$ cat config.mk
export PLATFORM = sky130hd
export DESIGN_NAME = mem_port_arbiter
export DESIGN_NICKNAME = d
export VERILOG_FILES = /design/src/rtl/mem_port_arbiter.sv
export SDC_FILE = /design/constraint.sdc
export NUM_CORES = 1
export LEC_CHECK = 0
export CAP_MARGIN = 0
export CORE_AREA = 2 2 278 280
export DETAILED_ROUTE_END_ITERATION = 12
export DIE_AREA = 0 0 280 282
export SKIP_CTS_REPAIR_TIMING = 1
export SYNTH_ARGS = -nofsm -noshare
export SYNTH_HDL_FRONTEND = slang
export SYNTH_SLANG_ARGS = --single-unit
export TNS_END_PERCENT = 50
$ cat constraint.sdc
create_clock -name clock -period 11.4 [get_ports clock]
set_input_delay 2.28 -clock clock [delete_from_list [all_inputs] [get_ports clock]]
set_output_delay 2.28 -clock clock [all_outputs]
set_load 0.01 [all_outputs]
$ cat src/rtl/mem_port_arbiter.sv
// Round-robin arbiter sharing one backend memory port between instruction fetch
// and the load/store unit; one outstanding transaction, completion routed to owner.
module mem_port_arbiter #(
  parameter int INDEX_WIDTH = 64,
  parameter int DATA_WIDTH  = 64
) (
  input  logic                   clock,
  input  logic                   reset,
  input  logic                   pc_index_valid,
  output logic                   pc_index_ready,
  input  logic [INDEX_WIDTH-1:0] pc_index,
  output logic                   pc_operation_done,
  output logic [DATA_WIDTH-1:0]  pc_read_data,
  input  logic                   redirect_flush,
  input  logic                   opload_index_valid,
  output logic                   opload_index_ready,
  input  logic [INDEX_WIDTH-1:0] opload_index,
  output logic                   opload_operation_done,
  output logic [DATA_WIDTH-1:0]  opload_read_data,
  input  logic                   opstore_index_valid,
  output logic                   opstore_index_ready,
  input  logic [INDEX_WIDTH-1:0] opstore_index,
  input  logic [DATA_WIDTH-1:0]  opstore_write_data,
  input  logic [DATA_WIDTH-1:0]  opstore_write_mask,
  output logic                   opstore_operation_done,
  output logic                   ddr_chip_enable,
  input  logic                   ddr_ready,
  output logic [INDEX_WIDTH-1:0] ddr_index,
  output logic                   ddr_write_enable,
  output logic [DATA_WIDTH-1:0]  ddr_write_data,
  output logic [DATA_WIDTH-1:0]  ddr_write_mask,
  input  logic                   ddr_operation_done,
  input  logic [DATA_WIDTH-1:0]  ddr_read_data
);

  typedef enum logic [1:0] {S_IDLE, S_REQ, S_WAIT} state_t;
  typedef enum logic [1:0] {OWN_FETCH, OWN_LOAD, OWN_STORE} owner_t;
  typedef enum logic {LG_FETCH, LG_LSU} grant_t;

  state_t                 r_state;
  owner_t                 r_owner;
  grant_t                 r_last_grant;
  logic                   r_squash;
  logic [INDEX_WIDTH-1:0] r_index;
  logic                   r_we;
  logic [DATA_WIDTH-1:0]  r_wdata;
  logic [DATA_WIDTH-1:0]  r_wmask;

  logic w_lsu_valid, w_fetch_ok, w_grant_lsu, w_grant_fetch;
  logic w_idle, w_wait_done;

  assign w_lsu_valid   = opload_index_valid | opstore_index_valid;
  assign w_fetch_ok    = pc_index_valid & ~redirect_flush;
  // On a tie the requester not granted last time wins.
  assign w_grant_lsu   = w_lsu_valid & (~w_fetch_ok | (r_last_grant == LG_FETCH));
  assign w_grant_fetch = w_fetch_ok & (~w_lsu_valid | (r_last_grant == LG_LSU));
  assign w_idle        = (r_state == S_IDLE);
  assign w_wait_done   = (r_state == S_WAIT) & ddr_operation_done;

  // Readies are gated by reset so nothing fires while reset is held.
  assign pc_index_ready      = ~reset & w_idle & w_grant_fetch;
  assign opstore_index_ready = ~reset & w_idle & w_grant_lsu & opstore_index_valid;
  assign opload_index_ready  = ~reset & w_idle & w_grant_lsu & ~opstore_index_valid;

  assign pc_operation_done      = w_wait_done & (r_owner == OWN_FETCH) & ~r_squash & ~redirect_flush;
  assign opload_operation_done  = w_wait_done & (r_owner == OWN_LOAD);
  assign opstore_operation_done = w_wait_done & (r_owner == OWN_STORE);
  assign pc_read_data     = (w_wait_done & (r_owner == OWN_FETCH)) ? ddr_read_data : '0;
  assign opload_read_data = (w_wait_done & (r_owner == OWN_LOAD))  ? ddr_read_data : '0;

  assign ddr_chip_enable  = (r_state == S_REQ);
  assign ddr_index        = r_index;
  assign ddr_write_enable = r_we;
  assign ddr_write_data   = r_wdata;
  assign ddr_write_mask   = r_wmask;

  always_ff @(posedge clock or posedge reset) begin
    if (reset) begin
      r_state      <= S_IDLE;
      r_owner      <= OWN_FETCH;
      r_last_grant <= LG_FETCH;
      r_squash     <= 1'b0;
      r_index      <= '0;
      r_we         <= 1'b0;
      r_wdata      <= '0;
      r_wmask      <= '0;
    end else begin
      case (r_state)
        S_IDLE: begin
          if (w_grant_lsu) begin
            r_owner      <= opstore_index_valid ? OWN_STORE : OWN_LOAD;
            r_index      <= opstore_index_valid ? opstore_index : opload_index;
            r_we         <= opstore_index_valid;
            r_wdata      <= opstore_index_valid ? opstore_write_data : '0;
            r_wmask      <= opstore_index_valid ? opstore_write_mask : '0;
            r_last_grant <= LG_LSU;
            r_state      <= S_REQ;
          end else if (w_grant_fetch) begin
            r_owner      <= OWN_FETCH;
            r_index      <= pc_index;
            r_we         <= 1'b0;
            r_wdata      <= '0;
            r_wmask      <= '0;
            r_last_grant <= LG_FETCH;
            r_state      <= S_REQ;
          end
        end
        S_REQ: begin
          if (redirect_flush && (r_owner == OWN_FETCH)) r_squash <= 1'b1;
          if (ddr_ready) r_state <= S_WAIT;
        end
        S_WAIT: begin
          if (ddr_operation_done) begin
            r_squash <= 1'b0;
            r_state  <= S_IDLE;
          end else if (redirect_flush && (r_owner == OWN_FETCH)) begin
            r_squash <= 1'b1;
          end
        end
        default: r_state <= S_IDLE;
      endcase
    end
  end

endmodule

-- Yosys cells after proc, flatten, opt, wreduce, memory -nomap -nowiden
Index checks and enable logic that the tools add are counted.
- flip-flop bits (word level): 199
- bits of input ports: 392
- output and inout bits: 328
- logic and storage cells: 70
- eq/ne operators: 7
- mux-type cells: 24
- bitwise gates (word level): 24
- reduce and logical (&&, ||, !) cells: 7
- operators by type and width (operator ; count):
    2-to-1 mux 64 bit ; 10
    AND 1 bit ; 14
    2-to-1 mux 2 bit ; 7
    inverter 1 bit ; 7
    one-hot mux 2 bit (3 select lines) ; 1
    2-to-1 mux 1 bit ; 5
    == test 2 x 1 -> 1 bit, second input constant ; 2
    == test 2 bit, second input constant ; 2
    logical NOT 2 bit ; 2
    nonzero test 2 bit ; 2
    inequality test 3 bit, second input constant ; 1
    bitwise OR 1 bit ; 3
    AND reduction 3 bit ; 1
    inequality test 2 x 1 -> 1 bit, second input constant ; 1
    inequality test 2 bit, second input constant ; 1
    one-hot mux 1 bit (2 select lines) ; 1
    AND reduction 2 bit ; 1
    logical AND 1 bit ; 1

-- Logic depth before layout (Yosys ltp)
Gate-level depths: netlist of the first run.
- depth in word-level cells: 7
- mapped depth: 8
- mapped depth without buffers: 5

-- Worst setup path before layout of the first run
No wires, ideal clock.
- path type: input to output
- start: input reset
- end: output opload_index_ready
- arrival time: 7.017 ns
- data required time: 9.120 ns
- path slack: 2.103 ns
- stages on the path: 2
- buffers on the path: 0
- cells stage by stage: inv_1 > and3_1
- cells in the longest elaborated chain, start to end: 4
- RTL lines (what ; RTL line ; RTL):
    from (decl) ; 8 ; input logic reset,
    inverter 1 bit ; 63 ; assign opload_index_ready = ~reset & w_idle & w_grant_lsu & ~opstore_index_valid;
    AND 1 bit (3 in series) ; 63 ;
    to (decl) ; 16 ; output logic opload_index_ready,
No other way between the ends.

-- Worst setup path after layout of the first run
- start: input redirect_flush
- end: output opload_index_ready
- cells in the longest elaborated chain, start to end: 7
- RTL lines (what ; RTL line ; RTL):
    from (decl) ; 14 ; input logic redirect_flush,
    inverter 1 bit ; 53 ; assign w_fetch_ok = pc_index_valid & ~redirect_flush;
    AND 1 bit ; 53 ;
    inverter 1 bit ; 55 ; assign w_grant_lsu = w_lsu_valid & (~w_fetch_ok | (r_last_grant == LG_FETCH));
    bitwise OR 1 bit ; 55 ;
    AND 1 bit ; 55 ;
    AND 1 bit (2 in series) ; 63 ;
No other way between the ends.

==> metrics.cfg, run 1 <==
[clocking]
cts.reportedPaths.clkPinSlew_ps = 80
cts-root-buf = clkbuf_16
cts_num_sinks = 198
cts_tree = done
cts_buffers = 17
clockBufferDepth = 2
clock_latency_ps = 480
h-tree-depth = 4

[global_routing]
grt_first_pass_wirelength_um = 70800
grt_overflow = 0
grt_usage_pct = 12.7
grt_max_degree = 94
antenna_found_initial = 11
grt_pass1_vias = 9624

[power]
peakVddDrop_uv = 101
power.density_mw_per_mm2 = 218
leakagePower_uw = 0.00698
power_uw = 3840

[floorplanning]
rows = 101
initial_utilization_pct = 11.6
core-area_mm2 = 0.0757
io_pins = 720
dieArea_mm2 = 0.0790
die_w_um = 280
die_h_um = 282

[synth]
synth.distinct_cells = 33
synthCells = 738
yosysTopAreaCell = dfrtp_1
synth_seq_cells = 198
syn_nets = 1135
synthArstFlopShare_pct = 100
yosys_warnings = 0
syn_area_mm2 = 0.00880
synth.area.top_cells = dfrtp_1 56%, a22o_1 16%, and2_1 9.2%, a222oi_1 3.9%, a221o_1 3.4%
synthDominantCellAreaShare_pct = 56.3
synth_enable_flop_cells = 0
syn_area_per_cell_um2 = 11.9
synth_common_cells = 198 x dfrtp_1, 158 x a22o_1, 130 x and2_1
ys_seq_area_share_pct = 56.3
synthMostInstantiatedCell = dfrtp_1
ys.flop_type = dfrtp_1

[route]
wirelength_um = 52600
ant_nets = 0
wl_per_cell_um = 21.9
dr.pass1.iters = 9
dr_total_vias = 9212
drt_iter0_markers = 545
vias_per_cell = 3.83
post-route-drc-count = 0

[final_layout]
drive_gt1_share_pct = 3.79
fillers = 8061
design_area_mm2 = 0.0176
nNetsFinal = 1808
utilization_pct = 23.2
area_delta_synth_final_pct = 99.9

[worst_setup_path]
arrival_ps = 5090
cp_max_fo = 35
crit_path_end_kind = primary output
worst_setup_path_start_kind = input pin
required_ps = 9120
path_class = input pin to primary output

[timing]
worst_slew_pin_slew_ps = 1350
hold_violations = 0
rsz0062_at_grt = no
max_freq_mhz = 136
maxSlewViolCount = 0
worst_slack_ps = 4030
fin_crit_sh_pct = 64.6
maxSlewHeadroom_pct = 9.67
final.setup.tns_ps = 0
fin_worst_skew_ps = 26.5
finalSetupViolCount = 0
min_period_ps = 7370

[placement]
dpl-instance-area_mm2 = 0.0169
io_buffers = 719
place_congestion = 0.861
dp_slack_ps = 4030
hpwl_um = 43200

[flow_run]
max_cap_viol_count = 0

[status]
status = complete, no violations

[hold_path]
hold_class = flip-flop to flip-flop

-- worst paths after layout --
path | startpoint | end | slack (ps) | cells past startpoint
min in group asynchronous | reset | ddr_index[13] | 2250 | 2
worst max-delay path | redirect_flush | opload_index_ready | 4030 | 5
worst min-delay path | ddr_write_mask[44] | ddr_write_mask[44] | 510 | 1
worst min register to register | ddr_write_mask[44] | ddr_write_mask[44] | 510 | 1
worst max register to register | r_last_grant | ddr_index[6] | 8750 | 4
max in group asynchronous | reset | ddr_write_mask[12] | 7260 | 4
-- stage by stage --
stage               hold slack (ps)  instances
floorplan                       508        738
global placement                487       2370
detailed placement              490       2370
CTS                             513       2402
global route                    522       2403
finish                          506       2406
-- routing by layer --
metal	vias up	wire, um	track usage (%)
met2	509	26800	22.8
met1	4529	20500	14.2
met5	-	52	0
met4	8	880	3.57
met3	37	4420	4.17
li1	4129	-	-
-- final cells by class --
class / count / area (um^2) / area share (%)
Tap cell: 978 / 1220 / 6.96
Sequential cell: 198 / 4950 / 28.2
Antenna cell: 4 / 10.0 / 0.0569
Clock buffer: 17 / 425 / 2.42
Clock inverter: 15 / 223 / 1.27
Inverter: 5 / 26.3 / 0.149
Timing Repair Buffer: 730 / 7280 / 41.4
Multi-Input combinational cell: 459 / 3450 / 19.6
-- cells in the final DEF (no fill, tap or decap), types with 2 or more instances in the layout --
cell type,count
nand2_1,7
inv_12,2
dfrtp_1,198
clkbuf_16,17
and2_1,130
nor2_1,39
a31oi_1,2
ha_1,5
a221o_1,30
mux2_2,2
a21oi_1,33
clkinv_8,6
buf_4,11
nor3b_1,2
a222oi_1,34
a22o_1,158
inv_8,5
clkdlybuf4s50_1,719
inv_1,4
diode_2,4
-- kinds of logic (layout without fill, tap and decap cells) --
| family | after synthesis | after routing | synth area share [%] |
|---|---|---|---|
| adder cells (fa/ha/maj) | 5 | 5 | 0.711 |
| multiplexers | 2 | 2 | 0.256 |
| AO/OA/AOI/OAI | 264 | 264 | 25.7 |
| AND/OR/NAND/NOR | 188 | 188 | 12.3 |
| flip-flops | 198 | 198 | 56.3 |
| other | 0 | 4 | 0 |
| buffers and inverters | 81 | 767 | 4.72 |
-- flip-flops by register name (all words and copies together), names as in the netlist --
register / flops
ddr_index: 64
ddr_write_data: 64
ddr_write_mask: 64
r_owner: 2
r_state: 2
r_last_grant: 1
r_squash: 1
-- power by group --
| part | internal [uW] | leakage (uW) | switching [uW] | total (uW) |
|---|---|---|---|---|
| sequential | 1040 | 0.00248 | 200 | 1240 |
| combinational | 1070 | 0.00418 | 846 | 1920 |
| clock | 326 | 0.000312 | 351 | 677 |
-- worst max-delay path, cell delays in order --
cell and delay, ps:
clkdlybuf4s50_1 620, nand3b_4 220, and3b_1 1070, and3_1 330
clkdlybuf4s50_1 570
Power figures use the tool's default switching activity.
==> run 2, diff against run 1 <==
clock period = 6.2 ns   (was 11.4 ns; I/O delays follow)
==> metrics.cfg, run 2 (synthesis gave the netlist of run 1 again) <==
[worst_setup_path]
crit_top_cell = clkdlybuf4s50_1
rrSetupSlack_ps = 3740  ; -5010 ps
startpoint = ddr_operation_done
crit_chain = clkdlybuf4s50_1 -> nand2_1 -> nor3_2 -> buf_4 -> and2_1 -> clkdlybuf4s50_1
path_class = input pin to primary output
ff2ff_path_depth = 5  ; +1
worst_setup_path_start_kind = input pin
crit_path_end_kind = primary output
cp_max_fo = 65  ; +86%
crit_slowest_cell = clkdlybuf4s50_1
required_ps = 4960  ; -4160 ps
arrival_ps = 3410  ; -1680 ps
worst_r2r_endpoint = ddr_index[17]
r2r_start = r_state[1]
endpoint = pc_read_data[4]
critPathMaxStageDelay_ps = 640  ; -430 ps

[hold_path]
hold_class = flip-flop to flip-flop

[clocking]
h-tree-depth = 4  ; unchanged
clock_latency_ps = 480  ; about the same
cts-root-buf = clkbuf_16
cts_num_sinks = 198  ; unchanged
cts_tree = done
cts.reportedPaths.clkPinSlew_ps = 70  ; about the same
cts_buffers = 17  ; unchanged
clockBufferDepth = 2  ; unchanged

[timing]
final.setup.tns_ps = 0  ; unchanged
fin_worst_skew_ps = 27.9  ; +1.38 ps
rsz0062_at_grt = no
min_period_ps = 4650
hold_violations = 0  ; unchanged
maxSlewViolCount = 0  ; unchanged
maxSlewHeadroom_pct = 39.7  ; +30 points
max_freq_mhz = 215
finalSetupViolCount = 0  ; unchanged
worst_slew_pin_slew_ps = 904  ; -451 ps
fin_crit_sh_pct = 75.0
worst_slack_ps = 1550  ; -2480 ps

[global_routing]
grt_max_degree = 111  ; +18%
grt_first_pass_wirelength_um = 73200  ; +3.4%
grt_pass1_vias = 9871  ; +2.6%
antenna_found_initial = 12  ; +1
grt_usage_pct = 13.1  ; +0.47 points
grt_overflow = 0  ; unchanged

[power]
power.density_mw_per_mm2 = 401  ; +84%
power_uw = 7050  ; +84%
leakagePower_uw = 0.00698  ; about the same
peakVddDrop_uv = 181  ; +79%

[final_layout]
multi_input_area_mm2 = 0.00345  ; unchanged
fillers = 8019  ; -0.52%
area_delta_synth_final_pct = 100  ; about the same
utilization_pct = 23.2  ; about the same
layout_common_cells = 719 x clkdlybuf4s50_1, 198 x dfrtp_1, 158 x a22o_1, 130 x and2_1, 39 x nor2_1
regArea_mm2 = 0.00495  ; unchanged
nNetsFinal = 1811  ; +0.17%
drive_gt1_share_pct = 3.99  ; +0.20 points
layout_commonest_cell = clkdlybuf4s50_1
fin_cells = 2408  ; +0.083%

[placement]
numPlacedInstances = 2373  ; +0.13%
place_congestion = 0.874  ; +1.6%
io_buffers = 719  ; unchanged
hpwl_um = 44500  ; +3.2%
dp_slack_ps = 1530  ; -2500 ps

[route]
dr_total_vias = 9375  ; +1.8%
post-route-drc-count = 0  ; unchanged
drt_iter0_markers = 541  ; -0.73%
dr.pass1.iters = 9  ; unchanged
wl_per_cell_um = 22.5  ; +2.9%
ant_nets = 0  ; unchanged
vias_per_cell = 3.89  ; +1.7%
wirelength_um = 54200  ; +3.0%

[floorplanning]
dieArea_mm2 = 0.0790  ; unchanged
io_pins = 720  ; unchanged
die_h_um = 282  ; unchanged
core-area_mm2 = 0.0757  ; unchanged
die_w_um = 280  ; unchanged
initial_utilization_pct = 11.6  ; unchanged
rows = 101  ; unchanged

[status]
status = complete, no violations

[flow_run]
max_cap_viol_count = 0  ; unchanged

run 2: metal layers:
metal	routed length [um]	part of all wire (%)	track usage (%)
met1	21100	39	14.7
met2	27800	51	23.6
met3	4020	7.4	3.95
met4	1310	2.4	4.46
met5	21	0.039	0
run 2: stage by stage:
stage	cell area, um^2	hold WS [ps]
floorplan	8800	508
global placement	17000	487
CTS	17600	513
finish	17600	507
global route	17600	521
detailed placement	17000	491
run 2: worst max-delay path: cells and delay by family:
family	cells	cell delay, ps
AND/OR/NAND/NOR	3	510
buffers and inverters	3	1640
run 2: final cells by class:
cell class                 count  area share [%]
multi-input combinational    459            19.6
timing repair buffer         733            41.7
clock buffer                  17            2.42
clock inverter                15            1.02
tap                          978            6.95
sequential                   198            28.2
antenna                        3          0.0427
inverter                       5           0.128
run 2: power by group:
part           leakage (uW)  switching [uW]  internal, uW  total (uW)
registers           0.00248             385          1920        2300
clock network      0.000291             618           546        1160
logic               0.00420            1590          1990        3580
run 2: how the worst min path moves through the flow:
stage | cells past startpoint | start | to | slack, ps
3_5_place_dp | 1 | ddr_write_mask[5] | ddr_write_mask[5] | 490
4_1_cts | 1 | ddr_write_data[5] | ddr_write_data[5] | 510
2_1_floorplan | 1 | r_state[1] | r_state[1] | 510
6_report | 1 | ddr_write_data[2] | ddr_write_data[2] | 510
3_3_place_gp | 1 | ddr_write_data[40] | ddr_write_data[40] | 490
5_1_grt | 1 | ddr_write_data[5] | ddr_write_data[5] | 520
